--- src/rtl/exec_pipe_core.sv ---
// Two-stage (RD -> EX) integer execution core with an internal register file, EX->RD bypass
// and a valid/ready writeback port that can apply backpressure.
module exec_pipe_core #(
  parameter int unsigned XLEN   = 32,
  parameter int unsigned NREG   = 32,
  parameter bit          ZERO_R = 1'b1,
  parameter int unsigned CNT_W  = 32,
  localparam int unsigned AW    = $clog2(NREG)
) (
  input  logic              clk,
  input  logic              reset_n,
  input  logic              uop_valid,
  output logic              uop_ready,
  input  logic [3:0]        uop_opcode,
  input  logic [AW-1:0]     uop_rs1,
  input  logic [AW-1:0]     uop_rs2,
  input  logic [AW-1:0]     uop_rd,
  input  logic [XLEN-1:0]   uop_imm,
  input  logic              uop_imm_sel,
  input  logic              uop_wr_en,
  output logic              wb_valid,
  input  logic              wb_ready,
  output logic [AW-1:0]     wb_rd,
  output logic [XLEN-1:0]   wb_data,
  output logic              wb_illegal,
  output logic [CNT_W-1:0]  retired
);

  localparam int unsigned SW = $clog2(XLEN);

  typedef enum logic [3:0] {
    OpAdd  = 4'd0,
    OpSub  = 4'd1,
    OpSll  = 4'd2,
    OpSlt  = 4'd3,
    OpSltu = 4'd4,
    OpXor  = 4'd5,
    OpSrl  = 4'd6,
    OpSra  = 4'd7,
    OpOr   = 4'd8,
    OpAnd  = 4'd9,
    OpPass = 4'd10
  } op_e;

  logic [XLEN-1:0] rf_q [NREG];

  logic            ready_en_q;
  logic            ex_valid_q;
  logic [3:0]      ex_op_q;
  logic [XLEN-1:0] ex_a_q;
  logic [XLEN-1:0] ex_b_q;
  logic [AW-1:0]   ex_rd_q;
  logic            ex_wr_q;

  logic            wb_valid_q;
  logic [AW-1:0]   wb_rd_q;
  logic [XLEN-1:0] wb_data_q;
  logic            wb_illegal_q;
  logic [CNT_W-1:0] retired_q;

  logic [XLEN-1:0] ex_result;
  logic            ex_illegal;
  logic            ex_advance;
  logic            ex_fwd;
  logic            accept;
  logic [XLEN-1:0] rs1_data;
  logic [XLEN-1:0] rs2_data;
  logic [XLEN-1:0] op2_data;
  logic [SW-1:0]   shamt;

  // ALU on the operands latched in EX
  always_comb begin
    ex_result  = '0;
    ex_illegal = 1'b0;
    shamt      = ex_b_q[SW-1:0];
    case (ex_op_q)
      OpAdd:   ex_result = ex_a_q + ex_b_q;
      OpSub:   ex_result = ex_a_q - ex_b_q;
      OpSll:   ex_result = ex_a_q << shamt;
      OpSlt:   ex_result = {{(XLEN-1){1'b0}}, $signed(ex_a_q) < $signed(ex_b_q)};
      OpSltu:  ex_result = {{(XLEN-1){1'b0}}, ex_a_q < ex_b_q};
      OpXor:   ex_result = ex_a_q ^ ex_b_q;
      OpSrl:   ex_result = ex_a_q >> shamt;
      OpSra:   ex_result = $unsigned($signed(ex_a_q) >>> shamt);
      OpOr:    ex_result = ex_a_q | ex_b_q;
      OpAnd:   ex_result = ex_a_q & ex_b_q;
      OpPass:  ex_result = ex_b_q;
      default: begin
        ex_result  = '0;
        ex_illegal = 1'b1;
      end
    endcase
  end

  assign ex_advance = ex_valid_q & (~wb_valid_q | wb_ready);
  assign uop_ready  = ready_en_q & (~ex_valid_q | ex_advance);
  assign accept     = uop_valid & uop_ready;
  assign ex_fwd     = ex_valid_q & ex_wr_q & ~ex_illegal;

  // Operand read with bypass from the EX result; register 0 never forwards when hardwired
  always_comb begin
    rs1_data = rf_q[uop_rs1];
    rs2_data = rf_q[uop_rs2];
    if (ZERO_R && uop_rs1 == '0) begin
      rs1_data = '0;
    end else if (ex_fwd && ex_rd_q == uop_rs1) begin
      rs1_data = ex_result;
    end
    if (ZERO_R && uop_rs2 == '0) begin
      rs2_data = '0;
    end else if (ex_fwd && ex_rd_q == uop_rs2) begin
      rs2_data = ex_result;
    end
    op2_data = uop_imm_sel ? uop_imm : rs2_data;
  end

  always_ff @(posedge clk or negedge reset_n) begin
    if (!reset_n) begin
      ready_en_q <= 1'b0;
      ex_valid_q <= 1'b0;
      ex_op_q    <= '0;
      ex_a_q     <= '0;
      ex_b_q     <= '0;
      ex_rd_q    <= '0;
      ex_wr_q    <= 1'b0;
    end else begin
      ready_en_q <= 1'b1;
      if (accept) begin
        ex_valid_q <= 1'b1;
        ex_op_q    <= uop_opcode;
        ex_a_q     <= rs1_data;
        ex_b_q     <= op2_data;
        ex_rd_q    <= uop_rd;
        ex_wr_q    <= uop_wr_en;
      end else if (ex_advance) begin
        ex_valid_q <= 1'b0;
      end
    end
  end

  always_ff @(posedge clk or negedge reset_n) begin
    if (!reset_n) begin
      wb_valid_q   <= 1'b0;
      wb_rd_q      <= '0;
      wb_data_q    <= '0;
      wb_illegal_q <= 1'b0;
      retired_q    <= '0;
    end else begin
      if (wb_valid_q && wb_ready) begin
        retired_q <= retired_q + 1'b1;
      end
      if (ex_advance) begin
        wb_valid_q   <= 1'b1;
        wb_rd_q      <= ex_rd_q;
        wb_data_q    <= ex_result;
        wb_illegal_q <= ex_illegal;
      end else if (wb_ready) begin
        wb_valid_q <= 1'b0;
      end
    end
  end

  always_ff @(posedge clk or negedge reset_n) begin
    if (!reset_n) begin
      for (int i = 0; i < NREG; i++) begin
        rf_q[i] <= '0;
      end
    end else if (ex_advance && ex_fwd && !(ZERO_R && ex_rd_q == '0)) begin
      rf_q[ex_rd_q] <= ex_result;
    end
  end

  assign wb_valid   = wb_valid_q;
  assign wb_rd      = wb_rd_q;
  assign wb_data    = wb_data_q;
  assign wb_illegal = wb_illegal_q;
  assign retired    = retired_q;

endmodule

--- config.mk ---
export PLATFORM = sky130hd
export DESIGN_NAME = exec_pipe_core
export DESIGN_NICKNAME = d
export VERILOG_FILES = /design/src/rtl/exec_pipe_core.sv
export SDC_FILE = /design/constraint.sdc
export NUM_CORES = 2
export LEC_CHECK = 0
export CAP_MARGIN = 20
export CELL_PAD_IN_SITES_DETAIL_PLACEMENT = 1
export CELL_PAD_IN_SITES_GLOBAL_PLACEMENT = 2
export CORE_UTILIZATION = 43
export CTS_CLUSTER_DIAMETER = 150
export DETAILED_ROUTE_END_ITERATION = 12
export PLACE_DENSITY = 0.87
export SLEW_MARGIN = 10
export SYNTH_ARGS = -nofsm -noshare
export SYNTH_HDL_FRONTEND = slang
export SYNTH_SLANG_ARGS = --single-unit
--- constraint.sdc ---
create_clock -name clk -period 5.8 [get_ports clk]
set_clock_uncertainty 0.05 [all_clocks]
set_input_delay 1.16 -clock clk [delete_from_list [all_inputs] [get_ports clk]]
set_output_delay 1.16 -clock clk [all_outputs]
set_load 0.05 [all_outputs]
==> summary.md <==
| Metric | Value |
|---|---|
| CTS tree | done |
| CP max FO | 34 |
| Core Area | 154000 µm² |
| Max-cap violations | 0 |
| Fin. Hold Viols | 0 |
| Post-Synth Adder-Cell Area | 1.90% |
| Switching share of total power | 32.8% |
| DPL Wire Length | 170000 µm |
| DRC | 0 |
| Final Max Slew Viols | 0 |
| CTS buffer count | 133 |
| Commonest non-fill, non-tap cell in the layout | dfrtp_1 |
| Flop pwr share | 39.8% |
| Status | finished clean |
| Top_reg_cell synth | dfrtp_1 |
| CTS Root Cell | clkbuf_16 |
| Vias in the first global route | 57500 |
| Commonest cells after routing, fill and taps aside | dfrtp_1, nor2_1, a21oi_1 |
| Max Fclk | 0.199 GHz |
| Synthesized Nets | 6401 |
| Total track usage | 34.0% |
| Hold bufs inserted after CTS | 0 |
| Hold Crit Class | in -> async |
| Internal | 15.3 mW |
| P_sw | 7.48 mW |
| Flops & latches, synth | 1171 |
| First-pass DRT Iterations | 6 |
| Main combinational cell family by area after synthesis | multiplexers |
| Post-Synth Simple-Gate Area | 10.4% |
| Routed length on met3 | 23900 µm |
| Design Area, Final | 75400 µm² |
| Critical Path Sink Type | flop |
| Setup TNS | 0 ps |
| Metal2 WL | 124000 µm |
| DIE AREA | 157000 µm² |
| Mapped Avg Cell Area | 10.7 µm² |
| Relative slew margins | 22.5% |
| Post-DP Area | 70900 µm² |
| Top Layer Used | met5 |
| Worst setup SP type | flop |
| Final period util | 86.6% |
| Synth unique cells | 84 |
| Die width | 396 µm |
| Fillers | 16300 |
| Number of synthesized flops with an enable pin | 0 |
| Total gr overflow | 0 |
| Sequential-to-total area share from yosys stat | 43.9% |
| Worst r2r dst | ex_b_q[29]$_DFFE_PN0P_ |
| Rows | 144 |
| Post-Synth XOR/XNOR Area | 0.709% |
| Mapped cell area | 66700 µm² |
| Reg2reg start | ex_a_q[15]$_DFFE_PN0P_ |
| # H-tree levels | 4 |
| Avg WL per Cell | 32.2 µm |
| Worst Setup SP | ex_a_q[15]$_DFFE_PN0P_ |
| RSZ-0062 raised after global routing | false |
| Setup crit end | ex_b_q[29]$_DFFE_PN0P_ |
| Pin count of the biggest net entering global routing | 173 |
| Remaining antenna violation count | 0 |
| Starting Density | 43.3% |
| PortBufs | 128 |
| Area Overhead vs Synth | 13.0% |
| Inst Count DP | 8012 |
| CP required | 6380 ps |
| Layout cell share with drive strength beyond 1 | 19.7% |
| Initial DRC Count | 6168 |
| Via count | 55300 |
| Num ports | 129 |
| Async set-reset flop share out of synthesis | 100% |
| Minimum clock period | 5020 ps |
| Leak | 32.0 nW |
| Die Ht | 396 µm |
| CTS sink count | 1171 |
| GP Congestion | 1.01 |
| Gate power share | 21.3% |
| Post-CTS Repair Setup Buffers | 0 |
| First-pass GRT wire length | 395000 µm |
| M1 wire length | 105000 µm |
| Synth warnings | 0 |
| CTS Buffer Depth | 3 |
| # setup viols final | 0 |
| Post-synthesis compound-gate area fraction | 14.2% |
| Total Routed Length | 266000 µm |
| Design Power | 22.8 mW |
| Clk pwr share | 38.9% |
| Reg2reg path depth | 14 |
| Core Util, Final | 48.9% |
| Final nets | 6260 |
| Reg2reg setup slack | 780 ps |
| PostCTS Resize Cnt | 0 |
| Clk_lat worst skew | 810 ps |
| Gate Count Post-Synth | 6244 |
| CTS clk-pin slew, worst paths | 70 ps |
| Layout Cells excl Fill | 8257 |
| Initial antenna violation count | 7 |
| Proportion of synthesized area in mux cells | 24.7% |
| CP arrival | 5600 ps |
| WS Path Type | reg -> reg |
| Via-to-Cell Ratio | 6.70 |
| Worst-Margin Slew | 1160 ps |
| PwrDens | 302 nW/µm² |
| Max IR drop VDD | 0.293 mV |
## power groups by stage
stage	sequential (mW)	combinational (mW)	clock [mW]
after floorplan	9.36	2.52	0
after global placement	9.15	4.67	0
after detailed placement	9.19	4.75	0
after CTS	9.05	4.77	8.96
after global routing	9.11	5.09	9.24
final	9.07	4.86	8.87
## metal layers
layer  up-vias  GRT usage (%)
li1      22500              -
met1     29200           46.1
met2      2818           53.0
met3       721           7.00
met4         4           15.0
met5         -              0
## Yosys cell counts, types with 41 or more instances
cell | n | share of area [%]
dfrtp_1 | 1171 | 44
nor2_1 | 833 | 4.7
a21oi_1 | 784 | 5.9
nand2_1 | 665 | 3.7
mux4_2 | 659 | 22
o21ai_0 | 518 | 3.9
clkbuf_1 | 476 | 2.7
mux2i_1 | 117 | 1.8
inv_1 | 105 | 0.59
ha_1 | 98 | 1.8
buf_1 | 72 | 0.41
buf_2 | 59 | 0.44
nand3_1 | 53 | 0.40
nor3_1 | 45 | 0.34
a211oi_1 | 43 | 0.48
mux2_2 | 41 | 0.69
## critical path, stage by stage, from the launching register on
cell	delay, ps
dfrtp_1	600
inv_1	90
ha_1	610
nand2_1	150
o21ai_0	500
o21bai_1	270
nor3b_1	330
a41oi_1	330
and2_1	320
a2111oi_0	570
mux2i_1	230
a21oi_4	180
buf_4	360
nor2_1	80
a2bb2oi_1	160
## area by class of cell
class / instances / area (µm²) / share of cell area (%)
multi-input combinational: 4349 / 35100 / 46.5
clock inverter: 45 / 572 / 0.758
antenna: 5 / 12.5 / 0.0166
inverter: 105 / 394 / 0.523
tap: 2044 / 2560 / 3.39
timing repair buffer: 343 / 3500 / 4.64
sequential: 1171 / 29300 / 38.9
clock buffer: 195 / 3950 / 5.24
## worst min-delay path by stage
| stage | endpoint | from |
|---|---|---|
| 6_report | wb_data[5]$_DFFE_PN0P_ | reset_n |
| 5_1_grt | wb_data[5]$_DFFE_PN0P_ | reset_n |
| 4_1_cts | rf_q[327]$_DFFE_PN0P_ | reset_n |
| 3_5_place_dp | rf_q[1003]$_DFFE_PN0P_ | rf_q[1003]$_DFFE_PN0P_ |
| 3_3_place_gp | rf_q[1020]$_DFFE_PN0P_ | rf_q[1020]$_DFFE_PN0P_ |
| 2_1_floorplan | rf_q[1000]$_DFFE_PN0P_ | rf_q[1000]$_DFFE_PN0P_ |
## per-stage QoR
stage                     hold slack [ps]  setup slack, ps
after floorplan                       391             1380
after global placement                326              939
after detailed placement              334              890
after CTS                             224              833
after global routing                  237              341
final                                 226              778
## flip-flops by register name, summed over array words and instances (netlist names)
name,flops
ready_en_q,1
ex_wr_q,1
retired,32
ex_valid_q,1
wb_valid,1
wb_illegal,1
wb_data,32
rf_q,1024
ex_b_q,32
wb_rd,5
ex_op_q,4
ex_rd_q,5
ex_a_q,32
## cells by family after synthesis
kind of cell    Yosys count
simple gates           1717
buf+inv                 724
mux                     817
other cells               1
fa+ha+maj               100
flops                  1171
compound gates         1660
xor+xnor                 54
Power figures use the tool's default switching activity.
